$ cat config.mk
export PLATFORM = sky130hd
export DESIGN_NAME = fetch_ctrl
export DESIGN_NICKNAME = d
export VERILOG_FILES = /design/src/rtl/fetch_pkg.sv /design/src/rtl/fetch_ctrl.sv
export SDC_FILE = /design/constraint.sdc
export NUM_CORES = 1
export LEC_CHECK = 0
export ABC_CLOCK_PERIOD_IN_PS = 1720
export CAP_MARGIN = 20
export CORE_MARGIN = 5
export CORE_UTILIZATION = 38
export DETAILED_ROUTE_END_ITERATION = 8
export PLACE_DENSITY = 0.76
export REMOVE_ABC_BUFFERS = 1
export SETUP_SLACK_MARGIN = 0.1
export SLEW_MARGIN = 20
export SYNTH_ARGS = -nofsm -noshare
export SYNTH_HDL_FRONTEND = slang
export SYNTH_SLANG_ARGS = --single-unit
$ cat constraint.sdc
create_clock -name clk -period 1.72 [get_ports clk]
set_input_delay 0.172 -clock clk [delete_from_list [all_inputs] [get_ports clk]]
set_output_delay 0.172 -clock clk [all_outputs]
set_load 0.01 [all_outputs]
$ cat src/rtl/fetch_pkg.sv
// Shared fetch-stage types and constants.
package fetch_pkg;

  localparam int unsigned INST_W  = 32;
  localparam int unsigned PC_STEP = 4;

  typedef enum logic [1:0] {
    IDLE = 2'd0,
    RUN  = 2'd1,
    HALT = 2'd2
  } fetch_state_t;

endpackage

$ cat src/rtl/fetch_ctrl.sv
// Instruction fetch controller: walks pc through external instruction memory and
// hands words to decode over a valid/ready register, with redirect and fault handling.
module fetch_ctrl
  import fetch_pkg::*;
#(
  parameter int unsigned ADDR_W   = 5,
  parameter int unsigned RESET_PC = 0
) (
  input  logic              clk,
  input  logic              rst_n,
  input  logic              run,
  output logic [ADDR_W-1:0] imem_addr,
  input  logic [INST_W-1:0] imem_dout,
  input  logic              redirect_valid,
  input  logic [ADDR_W-1:0] redirect_pc,
  output logic              out_valid,
  input  logic              out_ready,
  output logic [INST_W-1:0] out_inst,
  output logic [ADDR_W-1:0] out_pc,
  output logic              fault,
  output logic [15:0]       fetch_cnt
);

  localparam int unsigned CNT_W = 16;

  fetch_state_t      state_q, state_d;
  logic [ADDR_W-1:0] pc_q, pc_d;
  logic              valid_d;
  logic [INST_W-1:0] inst_d;
  logic [ADDR_W-1:0] opc_d;
  logic              fault_d;
  logic [CNT_W-1:0]  cnt_d;
  logic              handshake;

  // Memory is always addressed from the registered pc.
  assign imem_addr = pc_q;
  assign handshake = out_valid && out_ready;

  // Next-state and datapath update; redirect wins over a normal load.
  always_comb begin
    state_d = state_q;
    pc_d    = pc_q;
    valid_d = out_valid;
    inst_d  = out_inst;
    opc_d   = out_pc;
    fault_d = fault;
    cnt_d   = fetch_cnt;

    if (state_q != HALT) begin
      if (handshake && (fetch_cnt != {CNT_W{1'b1}})) begin
        cnt_d = fetch_cnt + CNT_W'(1);
      end
      state_d = run ? RUN : IDLE;

      if (redirect_valid) begin
        valid_d = 1'b0;
        if (redirect_pc[1:0] != 2'b00) begin
          fault_d = 1'b1;
          state_d = HALT;
        end else begin
          pc_d = redirect_pc;
        end
      end else if (state_q == RUN) begin
        if (!out_valid || out_ready) begin
          inst_d  = imem_dout;
          opc_d   = pc_q;
          valid_d = 1'b1;
          pc_d    = pc_q + ADDR_W'(PC_STEP);
        end
      end else if (handshake) begin
        valid_d = 1'b0;
      end
    end
  end

  // State and output registers with synchronous active-low reset.
  always_ff @(posedge clk) begin
    if (!rst_n) begin
      state_q   <= IDLE;
      pc_q      <= ADDR_W'(RESET_PC);
      out_valid <= 1'b0;
      out_inst  <= '0;
      out_pc    <= '0;
      fault     <= 1'b0;
      fetch_cnt <= '0;
    end else begin
      state_q   <= state_d;
      pc_q      <= pc_d;
      out_valid <= valid_d;
      out_inst  <= inst_d;
      out_pc    <= opc_d;
      fault     <= fault_d;
      fetch_cnt <= cnt_d;
    end
  end

endmodule

==> Yosys cells after proc, flatten, opt, wreduce, memory -nomap -nowiden <==
Index checks and enable logic that the tools add are counted.
{ "totals": {"word_cells": 39, "in_bits": 42, "ff_bits": 62, "output_inout_bits": 60} }
{ "op_classes": {"n_addsub": 2, "n_eq_ne": 5, "n_bitwise": 1, "reduce_logical": 13, "muxes": 11} }
{ "op_table": {"columns": ["op", "count"], "rows": [
  ["$mux W5", 4],
  ["$add A16 B1 Y16 const B", 1],
  ["$ne A16 B16 Y1 const B", 1],
  ["$reduce_and A4 Y1", 2],
  ["$reduce_and A3 Y1", 2],
  ["$reduce_bool A2 Y1", 3],
  ["$add A5 B3 Y5 const B", 1],
  ["$mux W1", 5],
  ["$mux W2", 2],
  ["$ne A2 B2 Y1 const B", 2],
  ["$ne A3 B2 Y1 const B", 1],
  ["$reduce_bool A3 Y1", 1],
  ["$eq A2 B1 Y1 const B", 1],
  ["$logic_and A1 B1 Y1", 2],
  ["$reduce_and A2 Y1", 1],
  ["$logic_not A1 Y1", 1],
  ["$logic_or A1 B1 Y1", 1],
  ["$not A1 Y1", 1]
]} }

==> Longest topological paths before layout <==
Gate-level depths: netlist of the first run.
{ "depth": {"word_depth": 5, "mapped_depth": 7} }

==> Worst setup path after synthesis of the first run <==
OpenSTA, ideal clock, no wires.
{ "synth_timing": {"kind": "flip-flop to flip-flop", "start": "register fetch_cnt[0]", "end": "register fetch_cnt[12]", "required_ps": 1592, "synth_period_minus_slack_ps": 1789, "path_slack_ps": -69, "n_path_buf": 0, "t_arrival_ps": 1661, "stages_incl_launch_ff": 7, "path_cell_list": "dfxtp_1 -> ha_1 -> nand3_2 -> or4_4 -> nor3_1 -> xnor2_1 -> nor2_1"} }
{ "synth_between": {"elab_chain_cells": 3, "elab_cells_between_ends": 4, "classes_between": "add/sub: 1; eq/ne: 1; reduce/logical: 2"} }
{ "synth_rtl": {"columns": ["element", "line_no", "rtl"], "rows": [
  ["start, declared", "fetch_ctrl.sv:21", "output logic [15:0] fetch_cnt"],
  ["start signal, assigned", "fetch_ctrl.sv:93", "fetch_cnt <= cnt_d;"],
  ["parallel branches: the longest is 3 deep, another holds $add A16 B1 Y16", null, null]
]} }
Several ways; the timed one is not identified.
A chain may end at the register's enable or synchronous reset.

==> Worst setup path in the final report of the first run <==
{ "layout_timing": {"start": "register state_q[0]", "end": "register fetch_cnt[2]"} }
{ "layout_between": {"elab_chain_cells": 2} }
{ "layout_rtl": {"columns": ["element", "line_no", "rtl"], "rows": [
  ["start, declared", "fetch_ctrl.sv:26", "fetch_state_t state_q, state_d;"],
  ["start signal, assigned", "fetch_ctrl.sv:87", "state_q <= state_d;"],
  ["$ne A2 B2 Y1", "fetch_ctrl.sv:49", "if (state_q != HALT) begin"],
  ["$reduce_and A2 Y1 (no line)", null, null]
]} }
No other way between the ends.

==> key figures, run 1 <==
Status
  – Status: complete, no violations

Setup path
  – Worst path buffer plus inverter count: 1
  – Critical Path AT: 1.83 ns
  – Worst path slowest cell: dfxtp_1
  – CP Launch Type: register
  – Worst setup path class: register to register
  – RR Startpoint: state_q[0]$_SDFFE_PN0N_
  – Crit end category: register
  – Crit-path max FO: 6
  – R2R Setup Slk: 0.10 ns
  – Top delay family on crit path: simple AND/OR/NAND/NOR gates
  – Worst path required time: 1.93 ns
  – Largest stage delay on the critical path: 0.38 ns
  – FF-to-FF End: fetch_cnt[2]$_SDFFE_PN0P_
  – CP Cell Sequence: nand2b_1 > nand3_1 > buf_4 > nor3b_1 > xnor2_1 > nor2_1
  – Reg2Reg Depth: 6

Synth
  – Main combinational cell family by area after synthesis: simple AND/OR/NAND/NOR gates
  – Yosys reg bits: 62
  – Synth area leaders: dfxtp_1 52%, nand2_1 13%, a21oi_1 8.7%
  – Mean Syn Cell Area: 8.19 um^2
  – Yosys top cell by area: dfxtp_1
  – Syn Inst Count: 294
  – Seq/Total Area, Yosys: 51.5%
  – Post-Syn Area: 2410 um^2
  – Post-synth top area share: 51.5%
  – Synth Area in Compound Gates: 11.8%
  – Xor and xnor area share after synthesis: 5.09%
  – Post-synthesis simple-gate area fraction: 27.2%
  – Adder-cell share of the synthesized area: 1.04%
  – Synth warnings: 0
  – Mux contribution to synthesized area: 0.416%
  – Unique cell type count in the Yosys netlist: 31

Clock tree
  – CTS Buf Count: 9
  – H-tree Lvls: 3
  – CTS Root Cell: clkbuf_8
  – Cts hold-fix bufs: 0
  – Worst-Skew Late Latency: 0.33 ns
  – Clock Pin Slew Worst Setup and Hold Paths: 0.08 ns
  – CTS tree: done
  – Clock Path Buffers: 2
  – Clk sinks: 62

Placement
  – Placed Area: 3680 um^2
  – DP Wirelength: 4930 um
  – Gpl congestion: 0.769
  – IO buf count: 101
  – Pre-CTS setup slack: -0.120 ns

Floorplan
  – Row count: 29
  – Initial core utilization: 38.6%
  – Die height: 89.6 um
  – Core area: 6240 um^2
  – # IOs: 102
  – Die Area: 8030 um^2
  – Chip width: 89.6 um

Layout
  – Final Cell Area: 4030 um^2
  – Multi-input logic area: 1180 um^2
  – Register area: 1250 um^2
  – Fill cells: 531
  – Most frequent cells in the layout: 101 x clkdlybuf4s50_1, 82 x nand2_1, 56 x dfxtp_1
  – Area Growth Syn to Fin: 67.1%
  – Share of layout cells above drive strength 1: 15.7%
  – # diodes: 0
  – Commonest non-fill, non-tap cell in the layout: clkdlybuf4s50_1
  – Final-stage net count: 467

STA
  – Max Slew Vio Count: 0
  – Least-Margin Pin Slew: 0.470 ns
  – Final hold viol count: 0
  – Fmax: 0.618 GHz
  – Period minus WS final: 1.62 ns
  – Max-slew headroom: 68.6%
  – Worst Skew: 0.00643 ns
  – Period utilization: 94.1%
  – Final hold slack: 0.383 ns
  – RSZ-0062 raised after global routing: yes
  – Final WS setup: 0.102 ns
  – Final setup vio count: 0

Hold path
  – Hold wc startpoint: imem_dout[25]
  – Worst Hold Path EP: out_inst[25]$_SDFFE_PN0P_
  – Worst hold stages: 3
  – Hold Crit Class: input port to register

Power
  – PwrDens: 763 nW/um^2
  – Pleak: 1.42 nW
  – Total Power: 3.07 mW
  – Max IR drop VDD: 0.572 mV

Detailed routing
  – DRC errors left: 0
  – DR WL/cell: 13.7 um
  – DR pass1 iterations: 4
  – Iteration-0 DRC Markers: 92
  – Vias: 2472
  – Routed Antenna Nets: 0
  – Number of vias per cell: 4.90
  – WL final: 6930 um

Flow run
  – Max_cap viols: 0

Global route
  – Initial antenna violation count: 0
  – Total gr overflow: 0
  – GRT Util Overall: 16.7%
  – Number of global-route vias before repair: 2404
  – Largest net degree at the start of global routing: 38
  – First-pass GRT wire length: 10500 um
==> per-layer routing <==
layer	wire length, um	part of all wire, %	track usage, %
met4	133	1.9	7.58
met2	3580	52	29.7
met1	2750	40	18.9
met5	0	0	0
met3	468	6.8	3.83
==> synth_stat cells <==
| master | n |
|---|---|
| clkbuf_1 | 9 |
| a22o_1 | 1 |
| nor3b_1 | 3 |
| nor4_1 | 4 |
| or4_4 | 1 |
| a31oi_1 | 1 |
| or3_1 | 1 |
| xnor2_1 | 10 |
| mux2i_1 | 1 |
| nor4_2 | 1 |
| nand3_1 | 5 |
| xor2_1 | 4 |
| and4_1 | 2 |
| nor2b_1 | 2 |
| a211oi_1 | 1 |
| inv_1 | 3 |
| nand2_1 | 82 |
| and3_1 | 5 |
| o21ai_0 | 5 |
| nor3_1 | 5 |
| nor2_1 | 23 |
| ha_1 | 2 |
| buf_2 | 5 |
| a311oi_1 | 2 |
| nand2b_1 | 3 |
| a21oi_1 | 42 |
| dfxtp_1 | 62 |
| and2_1 | 1 |
| nand3_2 | 1 |
| nand4_1 | 6 |
| a31o_2 | 1 |
==> through the flow <==
stage / TNS [ns] / util (%) / instances
3_3_place_gp: -0.299 / 59.0 / 485
5_1_grt: 0 / 64.5 / 505
4_1_cts: 0 / 62.7 / 501
3_5_place_dp: -2.38 / 59.0 / 485
6_report: 0 / 64.5 / 505
2_1_floorplan: -0.500 / - / 280
==> cell families after synthesis <==
| group | after synthesis |
|---|---|
| AOI/OAI and AO/OA | 53 |
| xor gates and xnor gates | 14 |
| adders and majority gates | 2 |
| buffers and inverters | 17 |
| DFF | 62 |
| muxes | 1 |
| and+or+nand+nor | 145 |
==> sequential cells by signal, indices dropped and copies added (netlist names) <==
register   cells
out_pc         5
imem_addr      5
fault          1
state_q        2
fetch_cnt     16
out_inst      32
out_valid      1
==> area by class of cell <==
cell class	instances	area share, %
repair buffers	132	31.7
flip-flops and latches	62	31.1
multi-input cells	215	29.4
clock buffers	10	3.42
well taps	77	2.39
clock inverters	6	1.74
inverters	3	0.280
==> what timing repair did <==
action	in CTS	in global routing
setup endpoints to repair	8	16
cloned	0	0
resized for setup	6	17
setup buffers	0	4
pin swaps	2	9
==> power breakdown <==
group | switching [mW] | internal [mW] | leakage (nW) | total, mW
sequential | 0.0167 | 1.46 | 0.505 | 1.47
clock | 0.604 | 0.716 | 0.0951 | 1.32
combinational | 0.109 | 0.167 | 0.820 | 0.276
==> worst max-delay path by stage <==
stage,start,endpoint,depth (start not counted)
final,state_q[0]$_SDFFE_PN0N_,fetch_cnt[2]$_SDFFE_PN0P_,6
after global routing,state_q[0]$_SDFFE_PN0N_,fetch_cnt[2]$_SDFFE_PN0P_,6
after CTS,fetch_cnt[0]$_SDFFE_PN0P_,fetch_cnt[10]$_SDFFE_PN0P_,6
after detailed placement,redirect_valid,imem_addr[4]$_SDFFE_PN0P_,7
after global placement,redirect_valid,imem_addr[4]$_SDFFE_PN0P_,7
after floorplan,fetch_cnt[0]$_SDFFE_PN0P_,fetch_cnt[12]$_SDFFE_PN0P_,6
==> tightest hold or removal path, delay by kind of cell <==
kind | cells | cell delay (ns)
and+or+nand+nor | 1 | 0.05
AOI/OAI and AO/OA | 1 | 0.05
buffers and inverters | 1 | 0.40
Power figures use the tool's default switching activity.
==> inputs of run 2 (changes only) <==
--- a/config.mk
+++ b/config.mk
@@ -13,7 +13,7 @@
 export PLACE_DENSITY = 0.76
 export REMOVE_ABC_BUFFERS = 1
 export SETUP_SLACK_MARGIN = 0.1
-export SLEW_MARGIN = 20
+export SLEW_MARGIN = 25
 export SYNTH_ARGS = -nofsm -noshare
 export SYNTH_HDL_FRONTEND = slang
 export SYNTH_SLANG_ARGS = --single-unit
==> results of run 2 <==
Final layout, timing and power as in run 1 (identical DEF).
==> inputs of run 3 (changes only) <==
--- a/config.mk
+++ b/config.mk
@@ -8,9 +8,10 @@
 export ABC_CLOCK_PERIOD_IN_PS = 1720
 export CAP_MARGIN = 20
 export CORE_MARGIN = 5
-export CORE_UTILIZATION = 38
+export CORE_UTILIZATION = 39
+export CTS_BUF_LIST = sky130_fd_sc_hd__clkbuf_2
 export DETAILED_ROUTE_END_ITERATION = 8
-export PLACE_DENSITY = 0.76
+export PLACE_DENSITY = 0.77
 export REMOVE_ABC_BUFFERS = 1
 export SETUP_SLACK_MARGIN = 0.1
 export SLEW_MARGIN = 25
==> run 3 against run 2 <==
Effect of this change: count of clock-buffer cells in the layout up 1; fmax up 0.26%; die area is 2.3% lower; non-clock buffer count fell by 1; register-to-register slack is essentially flat; critical path depth unchanged; setup slack improved by 0.0042 ns; largest cell class unchanged; critical endpoint is now fetch_cnt[12]$_SDFFE_PN0P_; combinational power about the same; clock skew increased by 0.014 ns; largest power group unchanged; sequential power barely moved; utilization up 2.3 points; cell count fell by 0.59%.
==> key figures, run 3 (synthesis gave the netlist of run 1 again) <==
Detailed routing
  – Routed Antenna Nets: 0 (unchanged)
  – Vias: 2441 (-1.3%)
  – DR WL/cell: 13.2 um (-3.5%)
  – DR pass1 iterations: 4 (unchanged)
  – Iteration-0 DRC Markers: 59 (-36%)
  – DRC errors left: 0 (unchanged)
  – WL final: 6650 um (-4.1%)
  – Number of vias per cell: 4.86 (-0.66%)

Layout
  – Fill cells: 500 (-5.8%)
  – Area Growth Syn to Fin: 65.2%
  – Final-stage net count: 466 (-0.21%)
  – Largest registers: out_inst: 32 flops, fetch_cnt: 16 flops
  – Multi-input logic area: 1150 um^2 (-2.6%)
  – Final Cell Area: 3980 um^2 (-1.2%)
  – Max FFs per register: 32 (unchanged)
  – Commonest non-fill, non-tap cell in the layout: nand2_1
  – Reg with most FFs: out_inst
  – # diodes: 0 (unchanged)
  – Fin cells: 502 (-0.59%)
  – Most frequent cells in the layout: 82 x nand2_1, 73 x clkdlybuf4s50_1, 42 x a21oi_1
  – Fin util: 66.8% (+2.3 points)
  – Share of layout cells above drive strength 1: 19.4% (+3.8 points)
  – Register area: 1280 um^2 (+2.6%)

Floorplan
  – Row count: 28 (-3.4%)
  – Die Area: 7850 um^2 (-2.3%)
  – # IOs: 102 (unchanged)
  – Chip width: 88.6 um (-1.1%)
  – Die height: 88.6 um (-1.1%)
  – Core area: 5960 um^2 (-4.6%)
  – Initial core utilization: 40.4% (+1.8 points)

Setup path
  – RR Startpoint: fetch_cnt[0]$_SDFFE_PN0P_
  – Crit end category: register
  – Top delay family on crit path: simple AND/OR/NAND/NOR gates
  – Largest stage delay on the critical path: 0.58 ns (+0.20 ns)
  – Critical Path AT: 1.97 ns (+0.14 ns)
  – CP Cell Sequence: ha_2 > nand3_2 > or4_4 > nor3_2 > xnor2_1 > nor2_1
  – CP Launch Type: register
  – Worst path buffer plus inverter count: 0 (-1)
  – Worst setup path class: register to register
  – Worst path required time: 2.08 ns (+0.15 ns)
  – Crit path from: fetch_cnt[0]$_SDFFE_PN0P_
  – Crit-path max FO: 3 (-3)
  – Worst path slowest cell: or4_4

Placement
  – Pre-CTS setup slack: -0.0827 ns (+0.0373 ns)
  – IO buf count: 101 (unchanged)
  – Gpl congestion: 0.838 (+9.0%)
  – Placed Area: 3690 um^2 (about the same)
  – DP Wirelength: 4750 um (-3.7%)
  – Cells after DPL: 482 (-0.62%)

STA
  – Period minus WS final: 1.61 ns (-0.00423 ns)
  – Final hold viol count: 0 (unchanged)
  – Worst Skew: 0.0201 ns (+0.0137 ns)
  – Period utilization: 93.9% (-0.25 points)
  – Setup_tns: 0 ns (unchanged)
  – Final WS setup: 0.106 ns (+0.00423 ns)
  – Max-slew headroom: 75.5% (+7.0 points)
  – Final setup vio count: 0 (unchanged)
  – Least-Margin Pin Slew: 0.364 ns (-0.106 ns)
  – RSZ-0062 raised after global routing: yes
  – Max Slew Vio Count: 0 (unchanged)
  – Fmax: 0.619 GHz (+0.26%)

Clock tree
  – Clk sinks: 62 (unchanged)
  – CTS Buf Count: 9 (unchanged)
  – Clock Pin Slew Worst Setup and Hold Paths: 0.17 ns (+0.09 ns)
  – Worst-Skew Late Latency: 0.44 ns (+0.11 ns)
  – H-tree Lvls: 3 (unchanged)
  – Clock Path Buffers: 2 (unchanged)
  – CTS tree: done
  – CTS Root Cell: clkbuf_2
  – Cts hold-fix bufs: 0 (unchanged)

Power
  – Pleak: 1.77 nW (+25%)
  – PwrDens: 688 nW/um^2 (-9.9%)
  – Max IR drop VDD: 0.361 mV (-37%)

Global route
  – Initial antenna violation count: 0 (unchanged)
  – Total gr overflow: 0 (unchanged)
  – GRT Util Overall: 16.6% (-0.12 points)
  – Number of global-route vias before repair: 2398 (-0.25%)
  – Largest net degree at the start of global routing: 38 (unchanged)
  – First-pass GRT wire length: 10200 um (-2.4%)

Flow run
  – Max_cap viols: 0 (unchanged)

Status
  – Status: complete, no violations

Hold path
  – Hold wc startpoint: imem_dout[4]
  – Hold Crit Class: input port to register
-- run 3: changes by cell type in the layout (fill, tap and decap cells not counted), moves of 11 or more --
cell and change:
clkbuf_2 +11, dfxtp_1 -18, dfxtp_2 +14, dlymetal6s2s_1 +18, clkdlybuf4s50_1 -28
-- run 3: power breakdown --
| group | internal, mW | switching, mW |
|---|---|---|
| Combinational | 0.168 | 0.109 |
| Sequential | 1.46 | 0.0167 |
| Clock | 0.486 | 0.499 |
| Total | 2.11 | 0.625 |
-- run 3: timing repair --
action                     in CTS  in global routing
gates resized for setup        29                 40
pin swaps                       0                  8
setup endpoints to repair      26                 49
buffers inserted                1                  3
-- run 3: area by class of cell --
class                           instances  area share, %
Timing Repair Buffer                  131           32.9
Inverter                                3          0.283
Multi-Input combinational cell        215           28.9
Clock buffer                           11           1.38
Clock inverter                          5           1.86
Sequential cell                        62           32.3
Tap cell                               75           2.36
-- run 3: per-stage QoR --
step	hold WS, ns	power (mW)
finish	0.235	2.74
global route	0.192	2.86
CTS	0.188	2.78
detailed placement	0.446	1.79
global placement	0.442	1.78
floorplan	0.308	1.59
-- run 3: layer usage --
metal  GRT usage [%]  wire [um]  vias to the layer above
met5               0          0                        -
met1            19.2       2760                     1105
met3            4.47        461                       12
li1                -          -                     1245
met4            8.24         97                        0
met2            28.1       3340                       79
-- run 3: worst register-to-register path: cells and delay by family, from the launching register on --
family	cells	cell delay [ns]
fa+ha+maj	1	0.18
simple gates	4	0.87
xor+xnor	1	0.14
flops	1	0.36
-- run 3: worst paths after layout --
kind                                 to  slack [ns]  cells past startpoint
min reg2reg    out_inst[1]$_SDFFE_PN0P_        0.46                      2
min            out_inst[4]$_SDFFE_PN0P_        0.23                      3
max          fetch_cnt[12]$_SDFFE_PN0P_        0.11                      6
max reg2reg  fetch_cnt[12]$_SDFFE_PN0P_        0.11                      6
